## config.mk

```make
export PLATFORM = sky130hd
export DESIGN_NAME = ccd_line2axis
export DESIGN_NICKNAME = d
export VERILOG_FILES = /design/src/rtl/ccd_line2axis.sv
export SDC_FILE = /design/constraint.sdc
export NUM_CORES = 1
export LEC_CHECK = 0
export BUFFER_PORTS_ARGS = -buffer_cell sky130_fd_sc_hd__buf_2
export CAP_MARGIN = 20
export CORE_ASPECT_RATIO = 1.5
export CORE_UTILIZATION = 50
export DETAILED_ROUTE_END_ITERATION = 10
export MAX_ROUTING_LAYER = met4
export PLACE_DENSITY = 0.68
export SLEW_MARGIN = 5
export SYNTH_ARGS = -nofsm -noshare
export SYNTH_HDL_FRONTEND = slang
export SYNTH_SLANG_ARGS = --single-unit
```

## constraint.sdc

```tcl
create_clock -name pixel_clk -period 5.15 [get_ports pixel_clk]
set_clock_uncertainty 0.1 [all_clocks]
set_input_delay 0.7725 -clock pixel_clk [delete_from_list [all_inputs] [get_ports pixel_clk]]
set_output_delay 0.7725 -clock pixel_clk [all_outputs]
set_load 0.01 [all_outputs]
```

## src/rtl/ccd_line2axis.sv

```systemverilog
// CCD line receiver: frames sensor lines, strips dummy columns and emits
// effective pixels as AXI4-Stream video through a first-word-fall-through FIFO.
module ccd_line2axis #(
  parameter int unsigned DATA_WIDTH = 8,
  parameter int unsigned TAPS       = 1,
  parameter int unsigned FIFO_DEPTH = 16
) (
  input  logic                           pixel_clk,
  input  logic                           rst,
  input  logic [12:0]                    cfg_pre_cols,
  input  logic [12:0]                    cfg_eff_cols,
  input  logic [12:0]                    cfg_post_cols,
  input  logic [11:0]                    cfg_rows,
  input  logic                           err_clr,
  input  logic                           s_tvalid,
  input  logic [TAPS*DATA_WIDTH-1:0]     s_tdata,
  output logic [TAPS*DATA_WIDTH-1:0]     m_axis_tdata,
  output logic                           m_axis_tvalid,
  input  logic                           m_axis_tready,
  output logic                           m_axis_tlast,
  output logic                           m_axis_tuser,
  output logic [11:0]                    row_cnt,
  output logic                           ovf_err,
  output logic                           short_err
);

  localparam int unsigned W  = TAPS * DATA_WIDTH;
  localparam int unsigned FW = W + 2;
  localparam int unsigned AW = $clog2(FIFO_DEPTH);
  localparam int unsigned PW = AW + 1;

  typedef enum logic [1:0] {ST_IDLE, ST_PRE, ST_EFF, ST_POST} state_t;

  state_t          r_state, w_state_nxt, w_act_state;
  logic            r_s1_valid, r_s1_valid_d, r_armed;
  logic [W-1:0]    r_s1_data;
  logic [12:0]     r_pre, r_eff, r_post, r_col;
  logic [12:0]     w_pre, w_eff, w_post, w_cnt, w_act_col, w_col_nxt;
  logic            w_line_start, w_last, w_wr_req, w_short;
  logic            w_tuser, w_tlast;
  logic [11:0]     w_row_nxt, w_row;
  logic [FW-1:0]   r_mem [FIFO_DEPTH];
  logic [PW-1:0]   r_wr_ptr, r_rd_ptr;
  logic            w_empty, w_full, w_pop, w_push, w_ovf;
  logic [FW-1:0]   w_head;

  // A line starts on a fresh rising edge of the registered valid; r_armed
  // blocks a line that was already in progress when reset was released.
  assign w_line_start = (r_state == ST_IDLE) && r_s1_valid && !r_s1_valid_d && r_armed;
  assign w_row_nxt    = ((row_cnt >= cfg_rows) || (row_cnt == 12'd0)) ? 12'd1 : row_cnt + 12'd1;
  assign w_row        = w_line_start ? w_row_nxt : row_cnt;

  // Input stage S1, previous-valid history and re-arm tracking
  always_ff @(posedge pixel_clk or posedge rst) begin
    if (rst) begin
      r_s1_valid   <= 1'b0;
      r_s1_valid_d <= 1'b0;
      r_s1_data    <= '0;
      r_armed      <= 1'b0;
    end else begin
      r_s1_valid   <= s_tvalid;
      r_s1_valid_d <= r_s1_valid;
      r_s1_data    <= s_tdata;
      r_armed      <= r_armed | ~s_tvalid;
    end
  end

  // Effective state/column/counts for this beat; the line-start beat is beat 0
  always_comb begin
    w_pre       = r_pre;
    w_eff       = r_eff;
    w_post      = r_post;
    w_act_state = r_state;
    w_act_col   = r_col;
    if (w_line_start) begin
      w_pre     = cfg_pre_cols;
      w_eff     = cfg_eff_cols;
      w_post    = cfg_post_cols;
      w_act_col = 13'd0;
      if (cfg_pre_cols != 13'd0)      w_act_state = ST_PRE;
      else if (cfg_eff_cols != 13'd0) w_act_state = ST_EFF;
      else                            w_act_state = ST_POST;
    end
  end

  // Next-state, column counter and FIFO write request
  always_comb begin
    w_state_nxt = w_act_state;
    w_col_nxt   = w_act_col;
    w_wr_req    = 1'b0;
    w_short     = 1'b0;
    case (w_act_state)
      ST_PRE:  w_cnt = w_pre;
      ST_EFF:  w_cnt = w_eff;
      ST_POST: w_cnt = w_post;
      default: w_cnt = 13'd0;
    endcase
    w_last  = (14'(w_act_col) + 14'd1) >= 14'(w_cnt);
    w_tuser = (w_row == 12'd1) && (w_act_col == 13'd0);
    w_tlast = (14'(w_act_col) + 14'd1) == 14'(w_eff);
    if ((r_state != ST_IDLE) && !r_s1_valid) begin
      w_short     = 1'b1;
      w_state_nxt = ST_IDLE;
      w_col_nxt   = 13'd0;
    end else begin
      case (w_act_state)
        ST_PRE: begin
          if (w_last) begin
            w_col_nxt = 13'd0;
            if (w_eff != 13'd0)       w_state_nxt = ST_EFF;
            else if (w_post != 13'd0) w_state_nxt = ST_POST;
            else                      w_state_nxt = ST_IDLE;
          end else begin
            w_col_nxt = w_act_col + 13'd1;
          end
        end
        ST_EFF: begin
          w_wr_req = 1'b1;
          if (w_last) begin
            w_col_nxt   = 13'd0;
            w_state_nxt = (w_post != 13'd0) ? ST_POST : ST_IDLE;
          end else begin
            w_col_nxt = w_act_col + 13'd1;
          end
        end
        ST_POST: begin
          if (w_last) begin
            w_col_nxt   = 13'd0;
            w_state_nxt = ST_IDLE;
          end else begin
            w_col_nxt = w_act_col + 13'd1;
          end
        end
        default: begin
          w_state_nxt = ST_IDLE;
          w_col_nxt   = 13'd0;
        end
      endcase
    end
  end

  // State, column, latched config and row counter
  always_ff @(posedge pixel_clk or posedge rst) begin
    if (rst) begin
      r_state <= ST_IDLE;
      r_col   <= 13'd0;
      r_pre   <= 13'd0;
      r_eff   <= 13'd0;
      r_post  <= 13'd0;
      row_cnt <= 12'd0;
    end else begin
      r_state <= w_state_nxt;
      r_col   <= w_col_nxt;
      r_pre   <= w_pre;
      r_eff   <= w_eff;
      r_post  <= w_post;
      if (w_line_start) row_cnt <= w_row_nxt;
    end
  end

  // FIFO status; a pop frees the slot a simultaneous push needs when full
  assign w_empty = (r_wr_ptr == r_rd_ptr);
  assign w_full  = (r_wr_ptr[AW] != r_rd_ptr[AW]) && (r_wr_ptr[AW-1:0] == r_rd_ptr[AW-1:0]);
  assign w_pop   = !w_empty && m_axis_tready;
  assign w_push  = w_wr_req && (!w_full || w_pop);
  assign w_ovf   = w_wr_req && w_full && !w_pop;

  // FIFO storage
  always_ff @(posedge pixel_clk) begin
    if (w_push) r_mem[r_wr_ptr[AW-1:0]] <= {w_tuser, w_tlast, r_s1_data};
  end

  // FIFO pointers
  always_ff @(posedge pixel_clk or posedge rst) begin
    if (rst) begin
      r_wr_ptr <= '0;
      r_rd_ptr <= '0;
    end else begin
      if (w_push) r_wr_ptr <= r_wr_ptr + PW'(1);
      if (w_pop)  r_rd_ptr <= r_rd_ptr + PW'(1);
    end
  end

  // Sticky error flags; a new event beats a simultaneous clear
  always_ff @(posedge pixel_clk or posedge rst) begin
    if (rst) begin
      ovf_err   <= 1'b0;
      short_err <= 1'b0;
    end else begin
      if (w_ovf)        ovf_err <= 1'b1;
      else if (err_clr) ovf_err <= 1'b0;
      if (w_short)      short_err <= 1'b1;
      else if (err_clr) short_err <= 1'b0;
    end
  end

  // FWFT head word, forced to zero while empty
  assign w_head        = r_mem[r_rd_ptr[AW-1:0]];
  assign m_axis_tvalid = !w_empty;
  assign m_axis_tdata  = w_empty ? '0   : w_head[W-1:0];
  assign m_axis_tlast  = w_empty ? 1'b0 : w_head[W];
  assign m_axis_tuser  = w_empty ? 1'b0 : w_head[W+1];

endmodule

```

==> flow_summary.json, run 1 <==
{
  "hold_depth": 1,
  "core.rowCount": 67,
  "slowest_stage": "or2_2",
  "drv_slew": 0,
  "cts.repair.resized": 0,
  "hp-start": "s_tdata[2]",
  "status": "finished with violations",
  "synth_seq_cells": 249,
  "reg2reg_from": "r_state[1]$_DFF_PP0_",
  "worstPathCellList": "nand4bb_4, or2_2, buf_4, o21bai_2, buf_4, inv_2, a22o_1, a22oi_1, ha_1, a21oi_1, o22ai_1, o21a_1, o21ai_0, o211ai_1, or2_2, nor3_1",
  "fmax_ghz": 0.235,
  "hold_ws_ns": 0.257,
  "synth-async-reset-ratio_pct": 35.7,
  "total_power_mw": 7.13,
  "final.min_clock_period_ns": 4.25,
  "post_layout_nonfiller_instances": 1230,
  "antenna_found_initial": 1,
  "dp_slack_ns": 0.785,
  "ctsHoldBuffers": 0,
  "htree_num_levels": 1,
  "reg2reg_slack_ns": 0.90,
  "clk_latency_ns": 0.52,
  "nets": 1034,
  "cts_tree": "built",
  "vdd_drop_max_mv": 0.347,
  "crit_arrival_ns": 4.59,
  "fp.dieW_um": 125,
  "antenna_left": 0,
  "cts_root_buf": "clkbuf_16",
  "area_growth_syn_to_layout_pct": 16.0,
  "leakage_nw": 5.29,
  "clock_sinks": 249,
  "cts_setup_buffers": 0,
  "critical_path.top_delay_family": "compound AO/OA/AOI/OAI gates",
  "setup_violations": 0,
  "synth_edf_count": 160,
  "slowest_delay_ns": 0.46,
  "cp_data_required_time_ns": 5.49,
  "core-area_um2": 22300,
  "cp-end-kind": "flop",
  "clockBufferDepth": 3,
  "grt_pass1_wl_mm": 40.7,
  "worstPathMaxFanout": 27,
  "wirelength_mm": 25.9,
  "synth_warnings": 0,
  "nFillCells": 1773,
  "cellPowerDensity_nw_per_um2": 541,
  "grt-ovfl-total": 0,
  "io_buffers": 88,
  "hold_violations": 0,
  "numCtsBuffers": 24,
  "fin_ws_ns": 0.898,
  "place_inst": 1186,
  "antenna_cells_inserted": 0,
  "holdPathEnd": "r_s1_data[2]$_DFF_PP0_",
  "maxCapViolCount": 0,
  "firstDrtPassIters": 9,
  "wl_per_cell_um": 21.1,
  "path_clk_slew_ns": 0.07,
  "tightest_slew_ns": 0.991,
  "syn_avg_cell_area_um2": 13.7,
  "finalInstanceArea_um2": 13200,
  "rr_worst_depth": 16,
  "grt_pass1_vias": 7237,
  "yosys_most_used_dff": "edfxtp_1",
  "path_buf_inv": 3,
  "vias": 7173,
  "dp_hpwl_mm": 18.2,
  "reg2reg_to": "r_col[8]$_DFF_PP0_",
  "yosysSeqAreaShare_pct": 61.9,
  "die_h_um": 187,
  "critPathKind": "reg -> reg",
  "rsz0062_at_grt": "false",
  "synth_cells": 827,
  "drive_gt1_share_pct": 24.4,
  "synth_cell_type_count": 61,
  "post-route-period-util_pct": 82.6,
  "violations": "DRC",
  "cp-start-kind": "flop",
  "slew_headroom_pct": 33.4,
  "gp_congestion": 0.903,
  "start_util_pct": 51.0,
  "place_area_um2": 12300,
  "io_pins": 89,
  "syn_area_um2": 11400,
  "die_area_um2": 23300,
  "viasPerCell": 5.83,
  "syn-num-nets": 925,
  "drt_iter0_drc": 399,
  "grt_max_degree": 51,
  "track_usage_pct": 23.7,
  "final_util_pct": 59.1,
  "setup-tns-final_ns": 0,
  "hp-class": "in -> reg",
  "drc": 2
}
-- state kept, by name (all words and copies together), names as in the netlist --
name,cells
ovf_err,1
r_s1_data,8
r_wr_ptr,5
short_err,1
r_rd_ptr,5
r_post,13
r_state,2
r_armed,1
row_cnt,12
r_s1_valid,1
r_pre,13
r_eff,13
r_mem,160
r_s1_valid_d,1
r_col,13
-- kinds of logic after synthesis --
logic type | Yosys count | synth area share [%]
buffers and inverters | 77 | 2.75
XOR/XNOR | 42 | 3.24
AO/OA/AOI/OAI | 82 | 4.90
multiplexers | 67 | 11.6
flip-flops | 249 | 61.9
AND/OR/NAND/NOR | 276 | 11.9
adder cells (fa/ha/maj) | 34 | 3.74
-- power by group --
group	internal [mW]	switching, mW	total, mW
clock	1.26	0.758	2.01
sequential	2.45	0.311	2.76
combinational	1.10	1.26	2.36
total	4.81	2.33	7.13
-- routing by layer --
metal  global-route usage [%]  routed length (um)
met5                        -                   0
met4                     9.99                 992
met3                     2.72                 855
met2                     42.9               14500
met1                     26.4                9630
-- cell usage after synthesis, types with 7 or more instances --
master	number	area [um^2]
xnor2_1	32	280
buf_2	7	35.0
a211oi_1	10	75.1
edfxtp_1	160	4800
nor2_1	49	184
ha_1	34	425
mux4_2	50	1130
a31oi_1	13	81.3
xor2_1	10	87.6
nor2b_1	15	93.8
nand4_1	13	81.3
nor3_1	22	110
nand2_1	106	398
nand2b_1	8	50.1
inv_1	40	150
dfrtp_1	89	2230
o21ai_0	17	85.1
nor4_1	16	100
nand3_1	13	65.1
a21oi_1	9	45.0
mux2i_1	10	100
clkbuf_1	22	82.6
and2_1	7	43.8
-- how the worst max path moves through the flow --
stage	cells after the start	endpoint	startpoint	slack, ns
4_1_cts	16	r_col[10]$_DFF_PP0_	r_state[1]$_DFF_PP0_	0.94
6_report	16	r_col[8]$_DFF_PP0_	r_state[1]$_DFF_PP0_	0.90
5_1_grt	16	r_col[10]$_DFF_PP0_	r_state[1]$_DFF_PP0_	0.61
3_3_place_gp	15	r_col[4]$_DFF_PP0_	cfg_pre_cols[1]	0.83
3_5_place_dp	15	r_col[10]$_DFF_PP0_	cfg_pre_cols[1]	0.79
2_1_floorplan	15	r_mem[0][8]$_DFFE_PP_	r_s1_valid$_DFF_PP0_	0.50
-- cell usage in the layout (no fill, tap or decap), types with 4 or more instances in the layout --
cell and instances:
ha_1 34, and2_1 7, nor2b_1 15, inv_1 39
mux4_2 50, mux2_2 5, nand2b_1 8, edfxtp_1 160
mux2i_1 10, dfrtp_1 87, a31oi_1 13, xnor2_1 32
nand3_1 13, a21oi_1 9, a21o_1 4, bufinv_16 7
clkbuf_16 24, or4_1 5, o21ai_0 17, nor4_1 15
a211oi_1 10, or2_2 4, nand4_1 13, nor3_1 22
nand2_1 106, buf_4 31, and3_1 4, xor2_1 10
buf_2 88, nor2_1 48
-- area by class of cell --
type,instances,area (um^2),share of cell area (%)
Timing Repair Buffer,119,673,5.11
Tap cell,276,345,2.62
Clock inverter,16,278,2.11
Sequential cell,249,7030,53.4
Inverter,41,155,1.18
Multi-Input combinational cell,501,4050,30.7
Clock buffer,28,646,4.90
(Power assumes the default switching activity.)
==> run 2: changes to the inputs <==
ABC_AREA = 1   (was default)
PLACE_DENSITY = 0.71   (was 0.68)
clock period = 3.6 ns   (was 5.15 ns; I/O delays follow)
==> flow_summary.json, run 2 <==
{
  "nets": 1386,
  "synth-async-reset-ratio_pct": 35.7,
  "cp_data_required_time_ns": 3.94,
  "cts_tree": "built",
  "layout_common_cells": "175 x nand2_1, 163 x nor2_1, 160 x edfxtp_1",
  "setup_violations": 0,
  "grt_pass1_wl_mm": 44.0,
  "synth_cells": 1156,
  "wl_per_cell_um": 17.3,
  "wirelength_mm": 28.1,
  "syn_area_um2": 11800,
  "netlist.area_leader.share_pct": 40.6,
  "io_pins": 89,
  "clockPowerShare_pct": 24.8,
  "busiest_layer": "met2",
  "dp_hpwl_mm": 20.1,
  "grt_pass1_vias": 8690,
  "hold_ws_ns": 0.0331,
  "cellPowerDensity_nw_per_um2": 720,
  "rr_worst_depth": 20,
  "rsz0062_at_grt": "true",
  "yosysSeqAreaShare_pct": 59.5,
  "post-route-period-util_pct": 94.1,
  "syn-num-nets": 1254,
  "hold_violations": 0,
  "core.rowCount": 68,
  "holdPathEnd": "r_s1_data[0]$_DFF_PP0_",
  "critPathKind": "reg -> reg",
  "viasPerCell": 5.32,
  "synth_warnings": 0,
  "die_h_um": 190,
  "hold_depth": 1,
  "track_usage_pct": 24.2,
  "synth_seq_cells": 249,
  "synth.area.top_cells": "edfxtp_1 41%, dfrtp_1 19%, nand2_1 5.6%",
  "final.min_clock_period_ns": 3.39,
  "syn_avg_cell_area_um2": 10.2,
  "post_layout_nonfiller_instances": 1621,
  "gp_congestion": 1.00,
  "dp_slack_ns": -0.0799,
  "hp-class": "in -> reg",
  "antenna_cells_inserted": 0,
  "synthTopCellsByCount": "177 x nand2_1, 164 x nor2_1, 160 x edfxtp_1",
  "crit_arrival_ns": 3.72,
  "hp-start": "s_tdata[0]",
  "worstPathCellList": "nand2_2, nor2_4, nand2_8, nor4_4, a21oi_2, nand2_2, clkinvlp_4, buf_4, nand2_1, o221ai_1, ha_1, and3_1, o21ai_1, nand3_1, nand2_1, nand3_2, buf_4, nand2_1, nand2_1, o21ai_1",
  "drc": 0,
  "io_buffers": 88,
  "grt_use_met3_pct": 3.03,
  "grt-ovfl-total": 0,
  "drv_slew": 0,
  "slew_headroom_pct": 47.6,
  "grt_util_met1_pct": 25.7,
  "slowest_delay_ns": 0.38,
  "grt_max_degree": 81,
  "tightest_slew_ns": 0.786,
  "cp-start-kind": "flop",
  "drt_iter0_drc": 523,
  "power.switching_mw": 3.69,
  "die_area_um2": 24300,
  "yosysMostFrequentCell": "nand2_1",
  "final_util_pct": 59.7,
  "area_growth_syn_to_layout_pct": 16.9,
  "synth_cell_type_count": 49,
  "core-area_um2": 23100,
  "start_util_pct": 51.1,
  "leakage_nw": 6.00,
  "pwr-share-seq_pct": 36.7,
  "cp-end-kind": "flop",
  "slowest_stage": "dfrtp_1",
  "antenna_found_initial": 0,
  "status": "finished clean",
  "internal_power_mw": 6.27,
  "yosysTopAreaCell": "edfxtp_1",
  "path_clk_slew_ns": 0.06,
  "largest_reg_flops": 160,
  "p_sw_share_pct": 37.0,
  "worstPathMaxFanout": 8,
  "fmax_ghz": 0.295,
  "p_comb_share_pct": 38.5,
  "fin_ws_ns": 0.214,
  "reg2reg_slack_ns": 0.21,
  "numCtsBuffers": 24,
  "final_common_cell": "nand2_1",
  "maxCapViolCount": 0,
  "use_met2_pct": 44.3,
  "clockBufferDepth": 3,
  "reg2reg_to": "r_state[1]$_DFF_PP0_",
  "vdd_drop_max_mv": 0.550,
  "cts_root_buf": "clkbuf_16",
  "drive_gt1_share_pct": 19.5,
  "clk_latency_ns": 0.52,
  "reg2reg_from": "r_s1_valid$_DFF_PP0_",
  "vias": 8625,
  "setup-tns-final_ns": 0,
  "place_inst": 1565,
  "fp.dieW_um": 128,
  "critPathLaunch": "r_s1_valid$_DFF_PP0_",
  "clock_sinks": 249,
  "yosys_most_used_dff": "edfxtp_1",
  "synth_edf_count": 160,
  "crit_top_cell": "nand2_1",
  "antenna_left": 0,
  "htree_num_levels": 1,
  "firstDrtPassIters": 5
}
[run 2: routing by layer]
layer,vias to the layer above,wire (um)
met2,207,15100
met4,0,1280
met3,74,1070
met5,-,0
li1,4253,-
met1,4091,10600
[run 2: logic make-up after synthesis]
| logic type | count (synthesis) | share of synthesized area (%) |
|---|---|---|
| compound gates | 186 | 9.91 |
| xor+xnor | 19 | 1.47 |
| fa+ha+maj | 34 | 3.60 |
| buf+inv | 181 | 6.35 |
| flops | 249 | 59.5 |
| mux | 17 | 1.44 |
| simple gates | 470 | 17.8 |
[run 2: worst max path at each step]
stage                                      end  slack (ns)  cells after the start
after floorplan             r_col[8]$_DFF_PP0_        0.34                     21
after CTS                   r_col[4]$_DFF_PP0_        0.07                     23
after detailed placement    r_col[4]$_DFF_PP0_       -0.08                     18
after global routing        r_col[4]$_DFF_PP0_       -0.07                     23
final                     r_state[1]$_DFF_PP0_        0.21                     20
after global placement     r_col[10]$_DFF_PP0_       -0.05                     18
[run 2: cell type report]
cell class / count / area (um^2)
fillers: 1990 / 9320
flip-flops and latches: 249 / 7030
multi-input cells: 726 / 4130
repair buffers: 153 / 980
clock buffers: 31 / 648
inverters: 134 / 515
well taps: 315 / 394
clock inverters: 13 / 123
[run 2: worst max-delay path, delay by kind of cell, from the launching register on]
kind	cells	cell delay [ns]
AO/OA/AOI/OAI	4	0.53
adder cells (fa/ha/maj)	1	0.31
buffers and inverters	3	0.54
flip-flops	1	0.38
AND/OR/NAND/NOR	12	1.45
[run 2: power groups by stage]
| stage | combinational, mW | sequential, mW | clock (mW) |
|---|---|---|---|
| 2_1_floorplan | 2.50 | 3.65 | 0 |
| 3_3_place_gp | 3.61 | 3.70 | 0 |
| 3_5_place_dp | 3.67 | 3.71 | 0 |
| 4_1_cts | 3.69 | 3.66 | 2.53 |
| 5_1_grt | 4.27 | 3.70 | 2.63 |
| 6_report | 3.83 | 3.66 | 2.47 |
[run 2: per-stage QoR]
stage / power (mW) / area [um^2]
detailed placement: 7.38 / 12900
floorplan: 6.16 / 11800
global placement: 7.31 / 12900
global route: 10.6 / 13800
finish: 9.96 / 13800
CTS: 9.87 / 13600
[run 2: timing repair]
| action | CTS | global route |
|---|---|---|
| hold buffers | 0 | 0 |
| gates resized for setup | 0 | 22 |
| setup endpoints to repair | 0 | 15 |
| buffers inserted | 0 | 12 |
==> run 3: changes to the inputs <==
REMOVE_ABC_BUFFERS = 1   (was default)
==> flow_summary.json, run 3 (synthesis results as in run 2) <==
{
  "drt_iter0_drc": 527,
  "rsz0062_at_grt": "true",
  "fmax_ghz": 0.295,
  "grt-ovfl-total": 0,
  "final.min_clock_period_ns": 3.39,
  "dp_hpwl_mm": 20.2,
  "core.rowCount": 68,
  "start_util_pct": 51.1,
  "wl_per_cell_um": 17.8,
  "fp.dieW_um": 128,
  "wl_met3_mm": 1.19,
  "route.met2.wl_mm": 15.5,
  "gp_congestion": 0.952,
  "die_h_um": 190,
  "post-route-period-util_pct": 94.3,
  "drive_gt1_share_pct": 18.4,
  "final_common_cell": "nand2_1",
  "rr_worst_depth": 20,
  "numCtsBuffers": 25,
  "topRoutingLayerUsed": "met4",
  "area_growth_syn_to_layout_pct": 16.8,
  "hold_violations": 0,
  "layout_common_cells": "176 x nand2_1, 161 x nor2_1, 160 x edfxtp_1",
  "cp_data_required_time_ns": 3.97,
  "slowest_delay_ns": 0.40,
  "status": "finished clean",
  "grt_pass1_vias": 8823,
  "io_pins": 89,
  "hold_depth": 1,
  "drv_slew": 0,
  "io_buffers": 88,
  "setup-tns-final_ns": 0,
  "crit_arrival_ns": 3.77,
  "vdd_drop_max_mv": 0.497,
  "track_usage_pct": 25.2,
  "antenna_found_initial": 1,
  "crit_top_cell": "nand2_1",
  "tightest_slew_ns": 0.826,
  "hp-class": "in -> reg",
  "slew_headroom_pct": 44.9,
  "cp-start-kind": "flop",
  "wirelength_mm": 28.7,
  "grt_max_degree": 74,
  "finalInstanceArea_um2": 13800,
  "clockBufferDepth": 3,
  "antenna_left": 0,
  "drt-met1-wl_mm": 10.9,
  "clk_latency_ns": 0.55,
  "place_area_um2": 12900,
  "clock_sinks": 249,
  "vias": 8737,
  "worstPathMaxFanout": 13,
  "leakage_nw": 6.00,
  "firstDrtPassIters": 6,
  "cellPowerDensity_nw_per_um2": 722,
  "core-area_um2": 23100,
  "htree_num_levels": 1,
  "path_clk_slew_ns": 0.07,
  "cts_tree": "built",
  "cp-end-kind": "flop",
  "reg2reg_slack_ns": 0.21,
  "nets": 1380,
  "worstPathCellList": "nor2_4, nand2_4, nor4_4, a21oi_2, buf_4, nand2_2, inv_1, buf_4, a221oi_1, ha_1, nand2_1, nor3_1, o21ai_0, nand3_1, nand2_1, nand3_2, inv_1, nand2_1, buf_12, a21oi_1",
  "maxCapViolCount": 0,
  "setup_violations": 0,
  "grt_pass1_wl_mm": 45.5,
  "critPathKind": "reg -> reg",
  "die_area_um2": 24300,
  "cts_root_buf": "clkbuf_16",
  "largest_reg_flops": 160,
  "slowest_stage": "dfrtp_1",
  "viasPerCell": 5.40,
  "drc": 0
}
==> run 3: repair_timing <==
action,4_1_cts,5_1_grt
setup buffers,0,1
hold buffers,5,1
gates resized for setup,0,14
endpoints found under the hold margin,5,1
setup endpoints to repair,0,31
==> run 3: final timing paths <==
path / from / to
setup / recovery: r_state[0]$_DFF_PP0_ / r_col[4]$_DFF_PP0_
hold / removal: s_tdata[2] / r_s1_data[2]$_DFF_PP0_
setup reg to reg: r_state[0]$_DFF_PP0_ / r_col[4]$_DFF_PP0_
hold reg to reg: r_s1_valid$_DFF_PP0_ / r_s1_valid_d$_DFF_PP0_
max in group asynchronous: rst / r_rd_ptr[1]$_DFFE_PP0P_
min in group asynchronous: rst / r_s1_data[1]$_DFF_PP0_
==> run 3: critical path, delay by kind of cell, from the launching register on <==
| kind | cells | cell delay (ns) |
|---|---|---|
| AOI/OAI and AO/OA | 4 | 0.64 |
| DFF | 1 | 0.40 |
| and+or+nand+nor | 10 | 1.14 |
| buffers and inverters | 5 | 0.74 |
| adders and majority gates | 1 | 0.30 |
==> run 3: layout make-up <==
cell class                 count  area, um^2
fill                        1981        9330
sequential                   249        7030
multi-input combinational    726        4090
timing repair buffer         146         986
clock buffer                  30         658
inverter                     134         512
tap                          315         394
clock inverter                16         138
antenna                        1        2.50
==> run 3: power breakdown <==
group	total [mW]	switching, mW	internal, mW
registers	3.73	0.330	3.40
logic	3.71	2.31	1.40
clock network	2.53	1.08	1.45
==> run 3: metal layers <==
metal | GRT usage [%] | vias to the layer above
met4 | 11.2 | 0
li1 | - | 4230
met5 | - | -
met3 | 2.86 | 87
met2 | 46.5 | 229
met1 | 26.9 | 4191
==> run 3: per-stage QoR <==
stage	utilization, %	setup slack (ns)	power (mW)	hold slack, ns	instances
global placement	55.7	-0.0204	7.37	0.283	1563
global route	59.7	-0.0287	10.6	0.00558	1617
finish	59.7	0.207	9.98	0.00971	1617
detailed placement	55.7	-0.114	7.44	0.293	1563
CTS	59.4	0.0810	9.99	0.00283	1614
floorplan	-	-0.547	6.04	0.275	1109
